$ cat config.mk
export PLATFORM = sky130hd
export DESIGN_NAME = video_pixel_fetch
export DESIGN_NICKNAME = d
export VERILOG_FILES = /design/src/rtl/video_pkg.sv /design/src/rtl/video_pixel_fifo.sv /design/src/rtl/video_pixel_fetch.sv
export SDC_FILE = /design/constraint.sdc
export NUM_CORES = 1
export LEC_CHECK = 0
export CAP_MARGIN = 40
export CORE_MARGIN = 5
export CORE_UTILIZATION = 50
export DETAILED_ROUTE_END_ITERATION = 8
export PLACE_DENSITY = 0.69
export SLEW_MARGIN = 20
export SYNTH_ARGS = -nofsm -noshare
export SYNTH_HDL_FRONTEND = slang
export SYNTH_SLANG_ARGS = --single-unit
$ cat constraint.sdc
create_clock -name clk -period 6.7 [get_ports clk]
set_input_delay 1.675 -clock clk [delete_from_list [all_inputs] [get_ports clk]]
set_output_delay 1.675 -clock clk [all_outputs]
set_load 0.02 [all_outputs]
$ cat src/rtl/video_pkg.sv
// Shared video definitions: active-area defaults, pixel word layout and the
// fetch FSM encoding. Also used by the timing generator.
package video_pkg;

  localparam int unsigned H_ACTIVE_DEF = 640;
  localparam int unsigned V_ACTIVE_DEF = 480;

  // Pixel word as stored in the FIFO: {r[2:0], g[2:0], b[2:0]}
  localparam int unsigned PIX_W = 9;
  localparam int unsigned R_MSB = 8;
  localparam int unsigned R_LSB = 6;
  localparam int unsigned G_MSB = 5;
  localparam int unsigned G_LSB = 3;
  localparam int unsigned B_MSB = 2;
  localparam int unsigned B_LSB = 0;

  typedef enum logic [1:0] {
    ST_IDLE  = 2'd0,
    ST_FETCH = 2'd1,
    ST_DONE  = 2'd2
  } fetch_state_e;

endpackage

$ cat src/rtl/video_pixel_fifo.sv
// First-word-fall-through pixel FIFO with occupancy count and synchronous
// flush. The head entry is presented combinationally; zero when empty.
module video_pixel_fifo #(
  parameter int unsigned DEPTH = 16,
  parameter int unsigned WIDTH = 9
) (
  input  logic                     clk,
  input  logic                     rst_n,
  input  logic                     flush,
  input  logic                     wr_en,
  input  logic [WIDTH-1:0]         wr_data,
  input  logic                     rd_en,
  output logic [WIDTH-1:0]         rd_data,
  output logic                     empty,
  output logic                     full,
  output logic [$clog2(DEPTH):0]   count
);

  localparam int unsigned AW = $clog2(DEPTH);
  localparam int unsigned CW = AW + 1;
  localparam logic [CW-1:0] DEPTH_C = CW'(DEPTH);

  logic [WIDTH-1:0] mem_q [DEPTH];
  logic [AW-1:0]    wr_ptr_q, wr_ptr_d;
  logic [AW-1:0]    rd_ptr_q, rd_ptr_d;
  logic [CW-1:0]    count_q, count_d;
  logic             do_wr, do_rd;

  assign empty   = (count_q == '0);
  assign full    = (count_q == DEPTH_C);
  assign count   = count_q;
  assign rd_data = empty ? '0 : mem_q[rd_ptr_q];

  // Pointer and count update; a pop on an empty FIFO is ignored.
  always_comb begin
    do_rd    = rd_en & ~empty;
    do_wr    = wr_en & (~full | do_rd);
    wr_ptr_d = wr_ptr_q;
    rd_ptr_d = rd_ptr_q;
    count_d  = count_q;
    if (flush) begin
      wr_ptr_d = '0;
      rd_ptr_d = '0;
      count_d  = '0;
    end else begin
      if (do_wr) wr_ptr_d = wr_ptr_q + AW'(1);
      if (do_rd) rd_ptr_d = rd_ptr_q + AW'(1);
      case ({do_wr, do_rd})
        2'b10:   count_d = count_q + CW'(1);
        2'b01:   count_d = count_q - CW'(1);
        default: count_d = count_q;
      endcase
    end
  end

  // Control registers.
  always_ff @(posedge clk or negedge rst_n) begin
    if (!rst_n) begin
      wr_ptr_q <= '0;
      rd_ptr_q <= '0;
      count_q  <= '0;
    end else begin
      wr_ptr_q <= wr_ptr_d;
      rd_ptr_q <= rd_ptr_d;
      count_q  <= count_d;
    end
  end

  // Storage array; contents need no reset since count gates visibility.
  always_ff @(posedge clk) begin
    if (do_wr && !flush) mem_q[wr_ptr_q] <= wr_data;
  end

endmodule

$ cat src/rtl/video_pixel_fetch.sv
// Fetches one frame of pixel words from sequential memory addresses into a
// small FWFT FIFO and presents the head pixel as r/g/b to the consumer.
module video_pixel_fetch
  import video_pkg::*;
#(
  parameter int unsigned H_ACTIVE   = H_ACTIVE_DEF,
  parameter int unsigned V_ACTIVE   = V_ACTIVE_DEF,
  parameter int unsigned ADDR_W     = 19,
  parameter int unsigned BASE_ADDR  = 0,
  parameter int unsigned FIFO_DEPTH = 16
) (
  input  logic              clk,
  input  logic              rst,
  input  logic              frame_start,
  input  logic              pix_rd,
  output logic [2:0]        r,
  output logic [2:0]        g,
  output logic [2:0]        b,
  output logic              pix_valid,
  output logic              underrun,
  output logic              mem_req,
  output logic [ADDR_W-1:0] mem_addr,
  input  logic              mem_ack,
  input  logic [15:0]       mem_data
);

  localparam int unsigned TOTAL = H_ACTIVE * V_ACTIVE;
  localparam int unsigned CNT_W = $clog2(TOTAL + 1);
  localparam int unsigned FC_W  = $clog2(FIFO_DEPTH) + 1;
  localparam logic [ADDR_W-1:0] BASE     = ADDR_W'(BASE_ADDR);
  localparam logic [CNT_W-1:0]  LAST     = CNT_W'(TOTAL - 1);
  localparam logic [FC_W-1:0]   DEPTH_M1 = FC_W'(FIFO_DEPTH - 1);

  fetch_state_e      state_q, state_d;
  logic              mem_req_q, mem_req_d;
  logic [ADDR_W-1:0] mem_addr_q, mem_addr_d;
  logic [CNT_W-1:0]  fetch_cnt_q, fetch_cnt_d;
  logic              drop_q, drop_d;
  logic              underrun_q, underrun_d;

  logic              fifo_flush, fifo_wr, fifo_rd;
  logic              fifo_empty, fifo_full;
  logic [FC_W-1:0]   fifo_count;
  logic [PIX_W-1:0]  head;
  logic              ack;
  logic              unused_hi;

  assign ack       = mem_req_q & mem_ack;
  assign unused_hi = ^mem_data[15:9];

  video_pixel_fifo #(
    .DEPTH (FIFO_DEPTH),
    .WIDTH (PIX_W)
  ) u_fifo (
    .clk     (clk),
    .rst_n   (rst),
    .flush   (fifo_flush),
    .wr_en   (fifo_wr),
    .wr_data (mem_data[PIX_W-1:0]),
    .rd_en   (fifo_rd),
    .rd_data (head),
    .empty   (fifo_empty),
    .full    (fifo_full),
    .count   (fifo_count)
  );

  assign r         = head[R_MSB:R_LSB];
  assign g         = head[G_MSB:G_LSB];
  assign b         = head[B_MSB:B_LSB];
  assign pix_valid = ~fifo_empty;
  assign underrun  = underrun_q;
  assign mem_req   = mem_req_q;
  assign mem_addr  = mem_addr_q;

  // Fetch sequencing: request issue, ack handling, restart and drop tracking.
  // A request still in flight at frame_start keeps its address on the bus
  // until acked; the reload to BASE happens on that discarded ack instead.
  always_comb begin
    state_d     = state_q;
    mem_req_d   = mem_req_q;
    mem_addr_d  = mem_addr_q;
    fetch_cnt_d = fetch_cnt_q;
    drop_d      = drop_q;
    underrun_d  = underrun_q;
    fifo_flush  = 1'b0;
    fifo_wr     = 1'b0;
    fifo_rd     = 1'b0;
    if (frame_start) begin
      fifo_flush  = 1'b1;
      underrun_d  = 1'b0;
      fetch_cnt_d = '0;
      state_d     = ST_FETCH;
      if (mem_req_q && !mem_ack) begin
        drop_d = 1'b1;
      end else begin
        mem_req_d  = 1'b0;
        drop_d     = 1'b0;
        mem_addr_d = BASE;
      end
    end else begin
      if (pix_rd) begin
        if (fifo_empty) underrun_d = 1'b1;
        else            fifo_rd    = 1'b1;
      end
      if (ack) begin
        mem_req_d = 1'b0;
        if (drop_q) begin
          drop_d     = 1'b0;
          mem_addr_d = BASE;
        end else begin
          fifo_wr     = 1'b1;
          mem_addr_d  = mem_addr_q + ADDR_W'(1);
          fetch_cnt_d = fetch_cnt_q + CNT_W'(1);
          if (fetch_cnt_q == LAST) begin
            state_d = ST_DONE;
          end else if (state_q == ST_FETCH && (fifo_rd || fifo_count < DEPTH_M1)) begin
            mem_req_d = 1'b1;
          end
        end
      end else if (!mem_req_q && state_q == ST_FETCH && !fifo_full) begin
        mem_req_d = 1'b1;
      end
    end
  end

  // FSM and fetch state registers.
  always_ff @(posedge clk or negedge rst) begin
    if (!rst) begin
      state_q     <= ST_IDLE;
      mem_req_q   <= 1'b0;
      mem_addr_q  <= BASE;
      fetch_cnt_q <= '0;
      drop_q      <= 1'b0;
      underrun_q  <= 1'b0;
    end else begin
      state_q     <= state_d;
      mem_req_q   <= mem_req_d;
      mem_addr_q  <= mem_addr_d;
      fetch_cnt_q <= fetch_cnt_d;
      drop_q      <= drop_d;
      underrun_q  <= underrun_d;
    end
  end

endmodule

## Word-level counts from Yosys, hierarchy flattened

Memories as Yosys holds them, arrays and structs flattened.
Cells that the tools add are included.

| word-level totals | value |
|---|---|
| output and inout bits | 31 |
| memories | 1 |
| bits in latches | 0 |
| flip-flop bits (word level) | 56 |
| ROM bits | 0 |
| input bits | 21 |
| logic and storage cells | 95 |
| memory bits (writable) | 144 |

Memory list:

| memory | depth | width | rd ports | clocked after memory_dff | wr ports | RTL line | RTL |
|---|---|---|---|---|---|---|---|
| u_fifo.mem_q | 16 | 9 | 1 | 0 | 1 | video_pixel_fifo.sv:23 | `logic [WIDTH-1:0] mem_q [DEPTH];` |

| cells by class | value |
|---|---|
| shifts and indexed selects | 0 |
| $lt $le $gt $ge | 1 |
| $mul | 0 |
| eq/ne operators | 7 |
| add/subtract/negate cells | 6 |
| muxes and demuxes | 41 |
| bitwise operators | 6 |
| divide/modulo/power cells | 0 |
| reductions and logical operators | 24 |

Operator list:

| kind | count |
|---|---|
| two-way mux 19 bit | 7 |
| adder 19 x 1 -> 19 bit, second input constant | 2 |
| two-way mux 1 bit | 23 |
| equality test 19 bit, second input constant | 1 |
| two-way mux 4 bit | 4 |
| nonzero test 2 bit | 6 |
| one-hot mux 5 bit (2 select lines) | 1 |
| two-way mux 9 bit | 1 |
| adder 4 x 1 -> 4 bit, second input constant | 2 |
| two-way mux 2 bit | 4 |
| AND reduction 2 bit | 4 |
| nonzero test 3 bit | 2 |
| adder 5 x 1 -> 5 bit, second input constant | 1 |
| equality test 5 bit, second input constant | 1 |
| logical AND 1 bit | 5 |
| logical NOT 5 bit | 1 |
| < comparator 5 x 4 -> 1 bit, second input constant | 1 |
| two-way mux 5 bit | 1 |
| subtractor 5 x 1 -> 5 bit, second input constant | 1 |
| equality test 2 x 1 -> 1 bit, second input constant | 2 |
| logical NOT 1 bit | 4 |
| != test 2 bit, second input constant | 2 |
| bitwise AND 1 bit | 3 |
| AND reduction 3 bit | 1 |
| other kinds (4) | 5 |

## Longest topological paths before layout

Gate-level depths: netlist (run 1).

| logic depth | value |
|---|---|
| word-level depth | 11 |
| depth in mapped cells | 10 |
| mapped depth without buffers | 9 |

## Cells and area by module

A second synthesis (run 1) with hierarchy kept.

| second synthesis, totals | value |
|---|---|
| cell total of the unflattened synthesis | 601 |
| area, all modules | 8,798.4 um^2 |

By module, submodules not included:

| module | cells each | area an instance (um^2) | instances | sequential area each (um^2) |
|---|---|---|---|---|
| video_pixel_fifo | 352 | 6,525.0 | 1 | 4,649.5 |
| video_pixel_fetch | 249 | 2,273.4 | 1 | 1,076.0 |

## Least setup slack after synthesis (run 1)

Ideal clock, no wire load.

| timing path | value |
|---|---|
| path kind | input to register |
| from | input pix_rd |
| to | register u_fifo.count_q[4] (netlist: u_fifo.count[4]) |
| path buffers | 1 |
| setup time | 0.124 ns |
| arrival time | 3.640 ns |
| slack | 2.936 ns |
| cell stages on the path | 8 |
| data required time | 6.576 ns |
| cell sequence | clkbuf_1 -> o21ai_1 -> or3_1 -> fa_1 -> nand2b_1 -> a21oi_1 -> mux2i_1 -> o31a_1 |

| between the ends | value |
|---|---|
| longest elaborated chain between the ends | 9 |
| elaborated cells on any way between the ends | 11 |
| those cells by class | eq/ne: 2; mux: 5; bitwise: 3; reduce/logical: 1 |

RTL lines:

| what | RTL line | RTL |
|---|---|---|
| start, declared | video_pixel_fetch.sv:15 | `input logic pix_rd,` |
| two-way mux 1 bit (*) | video_pixel_fetch.sv:101 | `if (pix_rd) begin` |
| two-way mux 1 bit (*) (2 in series) | video_pixel_fetch.sv:88 | `if (frame_start) begin` |
| bitwise AND 1 bit (*) | video_pixel_fifo.sv:36 | `do_rd = rd_en & ~empty;` |
| bitwise OR 1 bit | video_pixel_fifo.sv:37 | `do_wr = wr_en & (~full \| do_rd);` |
| bitwise AND 1 bit | video_pixel_fifo.sv:37 |  |
| equality test 2 x 1 -> 1 bit or equality test 2 bit (tied branches) | video_pixel_fifo.sv:48 | `case ({do_wr, do_rd})` |
| one-hot mux 5 bit (2 select lines) | video_pixel_fifo.sv:48 |  |
| two-way mux 5 bit | video_pixel_fifo.sv:41 | `if (flush) begin` |
| end signal, assigned | video_pixel_fifo.sv:65 | `count_q <= count_d;` |
| end, declared | video_pixel_fifo.sv:26 | `logic [CW-1:0] count_q, count_d;` |

Mark *: on every way between the ends. The rest lies on a longest branch, timed or not. The select of a mux whose other input is x is not followed.
A chain may end at the register's enable or synchronous reset.

## Worst setup path in the final report (run 1)

| timing path | value |
|---|---|
| from | register u_fifo.count_q[0] (netlist: u_fifo.count[0]) |
| to | output g[0] |

| between the ends | value |
|---|---|
| longest elaborated chain between the ends | 2 |

RTL lines:

| what | RTL line | RTL |
|---|---|---|
| logical NOT 5 bit | video_pixel_fifo.sv:29 | `assign empty = (count_q == '0);` |
| two-way mux 9 bit | video_pixel_fifo.sv:32 | `assign rd_data = empty ? '0 : mem_q[rd_ptr_q];` |
| end, declared | video_pixel_fetch.sv:17 | `output logic [2:0] g,` |

No other way between the ends.

==> impl_metrics.csv, run 1 <==
group,metric,value,unit
run_status,status,"finished, final reports clean",
setup_path,required,5.03,ns
synthesis,synthFlopType,"edfxtp_1",
layout,layout.nets,659,
die,rows,48,
pwr,p_int,2.24,mW
hold_path,hold_class,"flop to flop",
pwr,pwr-share-seq,0.449,
placement,port_buffers,44,
clock_tree,cts_root_buffer,"clkbuf_16",
timing,fin_crit_sh,0.729,
global_route,grt.overflow.total,0,
pwr,power.density,316,nW/um^2
synthesis,ys_warn_count,0,
layout,antenna_cells,0,
synthesis,synth_edf_count,144,
layout,fillers,1305,
die,start_util,0.509,
clock_tree,hold_buffers,0,
pwr,pwr-share-clk,0.317,
pwr,comb_power_share,0.234,
job,maxCapViolCount,0,
timing,hold_violations,0,
detailed_routing,drc,0,
clock_tree,clock_sink_count,200,
synthesis,synthDistinctLibCells,61,
setup_path,path_max_fanout,10,
detailed_routing,vias,5172,
synthesis,syn_area_per_cell,15.0,um^2
timing,fin_tns_setup,0,ns
die,die_w,143,um
timing,period_minus_slack,4.88,ns
placement,dpl.hpwl,11100,um
timing,slew_violations,0,
global_route,antenna_found_initial,0,
setup_path,crit_type,"flop to output pin",
timing,setup_viol,0,
global_route,grt_pass1_wl,28300,um
die,die_h,143,um
clock_tree,clk_pin_slew,0.07,ns
die,dieArea,20400,um^2
clock_tree,post_cts_resized,0,
synthesis,synthArstFlopShare,0.280,
global_route,grt_pass1_vias,5257,
synthesis,yosysTopAreaCell,"edfxtp_1",
synthesis,synth_commonest_cells,"edfxtp_1, dfrtp_1, nor2_1, mux4_2",
clock_tree,clockBufferDepth,2,
placement,routabilityCongestion,0.806,
die,core-area,17300,um^2
pwr,peakVddDrop,232,uV
detailed_routing,wl,17600,um
pwr,p_switching,0.932,mW
synthesis,synth-seq-area-share,0.650,
global_route,grt_usage,0.182,
synthesis,synth_area_leaders,"edfxtp_1, dfrtp_1, mux4_2, mux2i_1, nor2_1",
detailed_routing,drtAntennaViolNets,0,
synthesis,ys_seq_elements,200,
detailed_routing,dr.pass1.iters,5,
layout,post-route-cell-area,10100,um^2
timing,max_freq,205,MHz
synthesis,yosysTopAreaCellShare,0.491,
timing,slew_headroom,0.438,
timing,max_slew.worst_pin.slew,0.836,ns
detailed_routing,post_drt_wl_per_cell,20.3,um
placement,place_area,9460,um^2
setup_path,end_kind,"output pin",
layout,synthToLayoutAreaGrowth,14.1,%
setup_path,start_kind,"flop",
synthesis,synth_area,8810,um^2
clock_tree,cts_tree,"built",
die,io_pins,52,
clock_tree,post-cts-setup-buffer-count,0,
detailed_routing,viasPerCell,5.98,
setup_path,worst_ep_arrival_time,3.21,ns
clock_tree,h-tree-depth,4,
detailed_routing,drt_iter0_markers,298,
synthesis,syn_nets,620,
layout,final_layout_size_suffix_gt1_frac,0.141,
clock_tree,clkLatencyLatePin,0.43,ns
pwr,switching_share,0.294,
clock_tree,cts_made_buffers,17,
synthesis,post-synth-top-count-cell,"edfxtp_1",
pwr,leakagePower,3.46,nW
synthesis,synth_cells,588,
timing,skew,0.0156,ns
global_route,grt_max_degree,57,
timing,rsz0062_at_grt,"no",
through the flow:
stage                     power [mW]  setup WS [ns]  instances  hold slack [ns]  utilization
after global placement          2.17           2.13        831            0.453        0.546
after CTS                       3.21           1.80        864            0.479        0.580
after global routing            3.33           1.61        865            0.506        0.581
final                           3.17           1.82        865            0.476        0.581
after detailed placement        2.20           2.13        832            0.462        0.547
after floorplan                 1.95           2.94        588            0.442            -
metal layers:
layer / track usage / part of all wire / vias up
met3: 0.0365 / 0.046 / 14
li1: - / - / 2386
met1: 0.247 / 0.43 / 2649
met4: 0.0470 / 0.0099 / 0
met5: 0 / 0 / -
met2: 0.304 / 0.51 / 123
worst max-delay path, stage by stage (launching register included):
cell and delay, ns:
dfrtp_1 0.43, or4_1 0.72, nor2_1 0.28, inv_1 0.16
nand2b_1 0.36, o22ai_1 0.24, clkdlybuf4s50_1 0.59
power by group through the flow:
| stage | registers [mW] | logic, mW | clock network (mW) |
|---|---|---|---|
| finish | 1.42 | 0.744 | 1.01 |
| detailed placement | 1.45 | 0.749 | 0 |
| global route | 1.43 | 0.810 | 1.09 |
| CTS | 1.42 | 0.753 | 1.03 |
| global placement | 1.48 | 0.686 | 0 |
| floorplan | 1.43 | 0.525 | 0 |
layout by cell type, fill, tap and decap left out, types with 6 or more instances in the layout:
cell type	n
and4_1	9
clkbuf_16	17
mux2i_1	23
o22ai_1	10
and2_1	6
nor2_1	39
o21ai_0	11
ha_1	10
mux2_2	7
o211ai_1	6
inv_1	15
nand2b_1	8
mux4_2	36
clkdlybuf4s50_1	43
nand4_1	7
xnor2_1	9
or3_1	7
or4_1	6
edfxtp_1	144
dfrtp_1	55
nor3_1	6
nand3_1	22
a21oi_1	16
o31ai_1	7
and3_1	12
nand2_1	23
xor2_1	7
cells by family after synthesis:
| logic type | after synthesis | share of synthesized area |
|---|---|---|
| and+or+nand+nor | 167 | 0.105 |
| adders and majority gates | 11 | 0.0165 |
| DFF | 200 | 0.650 |
| muxes | 66 | 0.127 |
| buffers and inverters | 46 | 0.0209 |
| AOI/OAI and AO/OA | 82 | 0.0642 |
| xor gates and xnor gates | 16 | 0.0159 |
final cells by class:
cell class                      instances  area (um^2)  share of cell area
Multi-Input combinational cell        342         2900               0.288
Sequential cell                       200         5730               0.570
Timing Repair Buffer                   51          508              0.0505
Clock buffer                           17          425              0.0423
Clock inverter                         15          158              0.0157
Tap cell                              225          282              0.0280
Inverter                               15         56.3             0.00560
state kept, by name, summed over array words and instances, names as in the netlist, 2 cells and up:
register and flops:
u_fifo.count 5, u_fifo.rd_ptr_q 4, u_fifo.wr_ptr_q 4, u_fifo.mem_q 144, fetch_cnt_q 19, state_q 2, mem_addr 19
path summary, 6_finish.rpt:
kind / startpoint / to / slack [ns] / cells after the start
max: u_fifo.count[0] / g[0] / 1.82 / 6
min: state_q[0] / state_q[0] / 0.48 / 1
max reg2reg: u_fifo.count[0] / u_fifo.count[3] / 3.58 / 9
min reg2reg: state_q[0] / state_q[0] / 0.48 / 1
max in group asynchronous: rst / u_fifo.rd_ptr_q[0] / 4.80 / 2
min in group asynchronous: rst / fetch_cnt_q[1] / 1.39 / 2
No activity file was read; power rests on OpenSTA's default activity.
==> run 2: changes to the inputs <==
--- a/config.mk
+++ b/config.mk
@@ -9,7 +9,7 @@
 export CORE_MARGIN = 5
 export CORE_UTILIZATION = 50
 export DETAILED_ROUTE_END_ITERATION = 8
-export PLACE_DENSITY = 0.69
+export PLACE_DENSITY = 0.71
 export SLEW_MARGIN = 20
 export SYNTH_ARGS = -nofsm -noshare
 export SYNTH_HDL_FRONTEND = slang
==> constraint.sdc (replaced) <==
create_clock -name clk -period 4.2 [get_ports clk]
set_input_delay 1.05 -clock clk [delete_from_list [all_inputs] [get_ports clk]]
set_output_delay 1.05 -clock clk [all_outputs]
set_load 0.02 [all_outputs]
==> run 2 against run 1 <==
Global-route usage is 0.34 points higher. Worst setup slack worse by 1.6 ns. Die area unchanged. Core utilization hardly changed. Register-to-register slack got worse by 2.4 ns. Worst hold slack improved by 0.0060 ns. First-iteration DRC count is 20% lower. Critical path depth unchanged. Critical path type unchanged. Critical endpoint is now g[1]. Highest routed layer unchanged.
==> impl_metrics.csv, run 2 (synthesis results as in run 1) <==
group,metric,value,unit
run_status,status,"finished, final reports clean",
global_route,grt_max_degree,37,
placement,routabilityCongestion,0.813,
timing,slew_headroom,0.524,
global_route,grt_pass1_wl,29200,um
placement,dpl.hpwl,11400,um
die,start_util,0.509,
die,io_pins,52,
pwr,leakagePower,3.46,nW
die,core-area,17300,um^2
global_route,grt_pass1_vias,5361,
timing,rsz0062_at_grt,"no",
die,die_w,143,um
layout,final_cell_mix,"edfxtp_1, dfrtp_1, clkdlybuf4s50_1, nor2_1, mux4_2",
detailed_routing,vias,5184,
clock_tree,cts_root_buffer,"clkbuf_16",
die,die_h,143,um
timing,fin_crit_sh,0.944,
layout,final_layout_size_suffix_gt1_frac,0.142,
setup_path,required,3.15,ns
detailed_routing,drtAntennaViolNets,0,
setup_path,crit_type,"flop to output pin",
layout,final_common_cell,"edfxtp_1",
setup_path,end_kind,"output pin",
timing,worst_slack,0.235,ns
clock_tree,clkLatencyLatePin,0.43,ns
layout,layout.nets,662,
die,rows,48,
pwr,peakVddDrop,395,uV
global_route,grt_usage,0.185,
timing,slew_violations,0,
layout,synthToLayoutAreaGrowth,14.1,%
clock_tree,post_cts_resized,0,
layout,regMostFlops,"u_fifo.mem_q",
hold_path,hold_class,"flop to flop",
detailed_routing,drc,0,
clock_tree,post-cts-setup-buffer-count,0,
timing,period_minus_slack,3.96,ns
clock_tree,h-tree-depth,4,
timing,setup_viol,0,
layout,antenna_cells,0,
timing,max_freq,252,MHz
pwr,finalPower,5.04,mW
clock_tree,cts_tree,"built",
global_route,grt.overflow.total,0,
timing,max_slew.worst_pin.slew,0.713,ns
detailed_routing,post_drt_wl_per_cell,20.3,um
timing,hold_violations,0,
clock_tree,clk_pin_slew,0.07,ns
timing,fin_tns_setup,0,ns
setup_path,worst_ep_arrival_time,2.91,ns
job,maxCapViolCount,0,
timing,whs,0.482,ns
placement,port_buffers,44,
global_route,antenna_found_initial,0,
detailed_routing,wl,17600,um
detailed_routing,dr.pass1.iters,5,
layout,largest_reg_flops,144,
detailed_routing,drt_iter0_markers,237,
clock_tree,hold_buffers,0,
clock_tree,clock_sink_count,200,
placement,place_ws,0.648,ns
clock_tree,cts_made_buffers,17,
die,dieArea,20400,um^2
setup_path,path_max_fanout,9,
clock_tree,clockBufferDepth,2,
detailed_routing,viasPerCell,5.97,
setup_path,start_kind,"flop",
pwr,power.density,501,nW/um^2
timing,skew,0.00848,ns
-- run 2: per-layer routing --
metal / vias up / global-route usage / routed length (um)
li1: 2389 / - / -
met1: 2651 / 0.247 / 7470
met2: 126 / 0.312 / 9200
met3: 18 / 0.0419 / 689
met4: 0 / 0.0460 / 214
met5: - / 0 / 0
-- run 2: path summary, 6_finish.rpt --
kind,start,endpoint,slack [ns],cells past startpoint
setup / recovery,u_fifo.count[1],g[1],0.24,6
hold / removal,state_q[0],state_q[0],0.48,1
setup reg to reg,u_fifo.count[1],u_fifo.count[4],1.17,10
hold reg to reg,state_q[0],state_q[0],0.48,1
max in group asynchronous,rst,u_fifo.rd_ptr_q[0],2.69,2
min in group asynchronous,rst,fetch_cnt_q[10],0.68,1
-- run 2: critical path, stage by stage (launching register included) --
cell,delay (ns)
dfrtp_1,0.41
or4_1,0.56
nor2_1,0.23
inv_1,0.15
nand2b_1,0.33
o22ai_1,0.21
clkdlybuf4s50_1,0.59
-- run 2: layout make-up --
class	count	area, um^2
Fill cell	1327	7240
Sequential cell	200	5730
Clock inverter	13	134
Inverter	15	56.3
Clock buffer	19	433
Timing Repair Buffer	54	523
Tap cell	225	282
Multi-Input combinational cell	342	2900
-- run 2: per-stage QoR --
| stage | std cells | utilization | cell area, um^2 |
|---|---|---|---|
| global route | 868 | 0.581 | 10100 |
| finish | 868 | 0.581 | 10100 |
| global placement | 836 | 0.548 | 9490 |
| CTS | 868 | 0.581 | 10100 |
| floorplan | 588 | - | 8810 |
| detailed placement | 836 | 0.548 | 9490 |
-- run 2: power breakdown --
group / internal (mW) / switching [mW] / leakage, nW
Combinational: 0.563 / 0.644 / 1.12
Sequential: 2.17 / 0.0811 / 2.06
Clock: 0.839 / 0.738 / 0.281
Total: 3.58 / 1.46 / 3.46
==> run 3: changes to the inputs <==
--- a/config.mk
+++ b/config.mk
@@ -5,6 +5,7 @@
 export SDC_FILE = /design/constraint.sdc
 export NUM_CORES = 1
 export LEC_CHECK = 0
+export ABC_AREA = 1
 export CAP_MARGIN = 40
 export CORE_MARGIN = 5
 export CORE_UTILIZATION = 50
==> run 3 against run 2 <==
Area after synthesis rose by 1.8%. Global-route usage grew 0.74 points. Core utilization barely moved. First-iteration DRC count increased by 76%. Critical path type unchanged. Highest routed layer unchanged.
==> impl_metrics.csv, run 3 <==
group,metric,value,unit
timing,fin_crit_sh,0.945,
clock_tree,clockBufferDepth,2,
placement,port_buffers,44,
synthesis,synthArstFlopShare,0.280,
synthesis,synth_area_leaders,"edfxtp_1, dfrtp_1, nand2_1, nor2_1, o21ai_0",
die,io_pins,52,
global_route,grt.overflow.total,0,
setup_path,ff2ff_path_depth,10,
detailed_routing,drc,0,
synthesis,syn_nets,906,
setup_path,rrSetupSlack,1.43,ns
clock_tree,hold_buffers,0,
run_status,status,"finished, final reports clean",
layout,layout.nets,968,
synthesis,post-synth-top-count-cell,"nand2_1",
setup_path,r2r_end,"u_fifo.count[4]",
clock_tree,post_cts_resized,0,
global_route,grt_max_degree,75,
layout,largest_reg_flops,144,
timing,setup_viol,0,
hold_path,hold_depth,2,
timing,worst_slack,0.230,ns
clock_tree,h-tree-depth,4,
clock_tree,cts_made_buffers,17,
die,rows,49,
layout,final_layout_size_suffix_gt1_frac,0.0938,
timing,max_slew.worst_pin.slew,0.822,ns
timing,max_freq,252,MHz
timing,hold_violations,0,
synthesis,synth_edf_count,144,
detailed_routing,dr.pass1.iters,5,
hold_path,holdPathEnd,"state_q[0]",
global_route,antenna_found_initial,0,
global_route,grt_usage,0.193,
die,start_util,0.504,
synthesis,synth-seq-area-share,0.639,
pwr,power.density,484,nW/um^2
synthesis,ys_warn_count,0,
hold_path,hold_class,"flop to flop",
setup_path,end_kind,"output pin",
clock_tree,clkLatencyLatePin,0.43,ns
setup_path,worst_ep_arrival_time,2.92,ns
synthesis,synth_commonest_cells,"nand2_1, edfxtp_1, nor2_1, o21ai_0, inv_1",
global_route,grt_pass1_vias,6059,
placement,place_ws,0.662,ns
die,core-area,17800,um^2
die,die_w,144,um
setup_path,start_kind,"flop",
clock_tree,cts_root_buffer,"clkbuf_16",
setup_path,r2r-start,"u_fifo.count[0]",
clock_tree,clk_pin_slew,0.07,ns
detailed_routing,drtAntennaViolNets,0,
detailed_routing,wl,19100,um
timing,skew,0.0108,ns
timing,whs,0.493,ns
die,dieArea,20700,um^2
layout,fillers,1535,
synthesis,synth_area,8970,um^2
layout,final_cell_mix,"nand2_1, edfxtp_1, nor2_1, o21ai_0, inv_1",
pwr,leakagePower,4.00,nW
synthesis,syn_area_per_cell,10.3,um^2
synthesis,yosysTopAreaCellShare,0.482,
timing,period_minus_slack,3.97,ns
global_route,grt_pass1_wl,30800,um
setup_path,required,3.15,ns
clock_tree,post-cts-setup-buffer-count,0,
hold_path,hp-start,"state_q[0]",
detailed_routing,drt_iter0_markers,418,
timing,rsz0062_at_grt,"no",
synthesis,synthDistinctLibCells,42,
placement,dpl.hpwl,12500,um
job,maxCapViolCount,0,
synthesis,synth_cells,874,
synthesis,yosysTopAreaCell,"edfxtp_1",
layout,final_common_cell,"nand2_1",
placement,routabilityCongestion,0.857,
clock_tree,cts_tree,"built",
setup_path,crit_type,"flop to output pin",
detailed_routing,viasPerCell,5.36,
timing,slew_violations,0,
die,die_h,144,um
pwr,peakVddDrop,381,uV
layout,regMostFlops,"u_fifo.mem_q",
layout,synthToLayoutAreaGrowth,15.3,%
timing,slew_headroom,0.452,
detailed_routing,vias,6310,
clock_tree,clock_sink_count,200,
synthesis,ys_seq_elements,200,
timing,fin_tns_setup,0,ns
layout,antenna_cells,0,
detailed_routing,post_drt_wl_per_cell,16.3,um
setup_path,path_max_fanout,74,
synthesis,synthFlopType,"edfxtp_1",
## run 3: cell count changes after synthesis, moves of 9 or more
cell,before,now
a211oi_1,1,10
nor2_1,39,108
nor3_1,6,17
o21ai_0,11,67
mux2i_1,23,10
and3_1,12,0
inv_1,15,61
nand4_1,7,18
and4_1,9,0
a21oi_1,16,46
nand2_1,23,197
mux4_2,36,0
## run 3: layout make-up
type	instances	area, um^2	area share
clock buffer	17	425	0.0411
clock inverter	15	118	0.0114
inverter	71	267	0.0258
multi-input combinational	573	2850	0.275
sequential	200	5730	0.554
tap	229	287	0.0277
timing repair buffer	73	669	0.0647
## run 3: worst max path at each step
| stage | startpoint | depth (start not counted) | endpoint |
|---|---|---|---|
| after floorplan | frame_start | 10 | u_fifo.count[4] |
| after global placement | u_fifo.rd_ptr_q[0] | 8 | b[1] |
| after detailed placement | frame_start | 10 | u_fifo.count[4] |
| after CTS | u_fifo.rd_ptr_q[0] | 8 | b[1] |
| after global routing | u_fifo.rd_ptr_q[0] | 8 | b[2] |
| final | u_fifo.rd_ptr_q[0] | 8 | b[2] |
## run 3: routing by layer
metal / up-vias / part of all wire / GRT usage
met5: - / 0 / 0
met2: 139 / 0.50 / 0.324
met3: 31 / 0.040 / 0.0353
li1: 3131 / - / -
met1: 3009 / 0.44 / 0.250
met4: 0 / 0.022 / 0.0719
## run 3: metrics by stage
stage / area (um^2) / util / instances / power, mW
after detailed placement: 9790 / 0.550 / 1145 / 3.54
after CTS: 10300 / 0.581 / 1177 / 5.04
final: 10300 / 0.582 / 1178 / 5.00
after global placement: 9770 / 0.549 / 1144 / 3.51
after global routing: 10300 / 0.582 / 1178 / 5.28
after floorplan: 8970 / - / 874 / 3.09
## run 3: cells by family after synthesis
kind of cell,Yosys count,share of synthesized area
AND/OR/NAND/NOR,390,0.189
flip-flops,200,0.639
AO/OA/AOI/OAI,156,0.0955
buffers and inverters,101,0.0437
adder cells (fa/ha/maj),11,0.0162
multiplexers,10,0.0112
XOR/XNOR,6,0.00586
## run 3: where the power goes
part	internal, mW	switching [mW]	total, mW	leakage [nW]
clock network	0.771	0.742	1.51	0.267
registers	2.18	0.0575	2.24	2.06
logic	0.446	0.809	1.25	1.67
total	3.40	1.61	5.00	4.00
## run 3: worst max-delay path, stage by stage (launching register included)
cell and delay, ns:
dfrtp_2 0.36, buf_4 0.64, o21ai_0 0.20, o22ai_1 0.18, nand2_1 0.06, nand2_1 0.11, nand2_1 0.06, nor2_1 0.22
clkdlybuf4s50_1 0.65
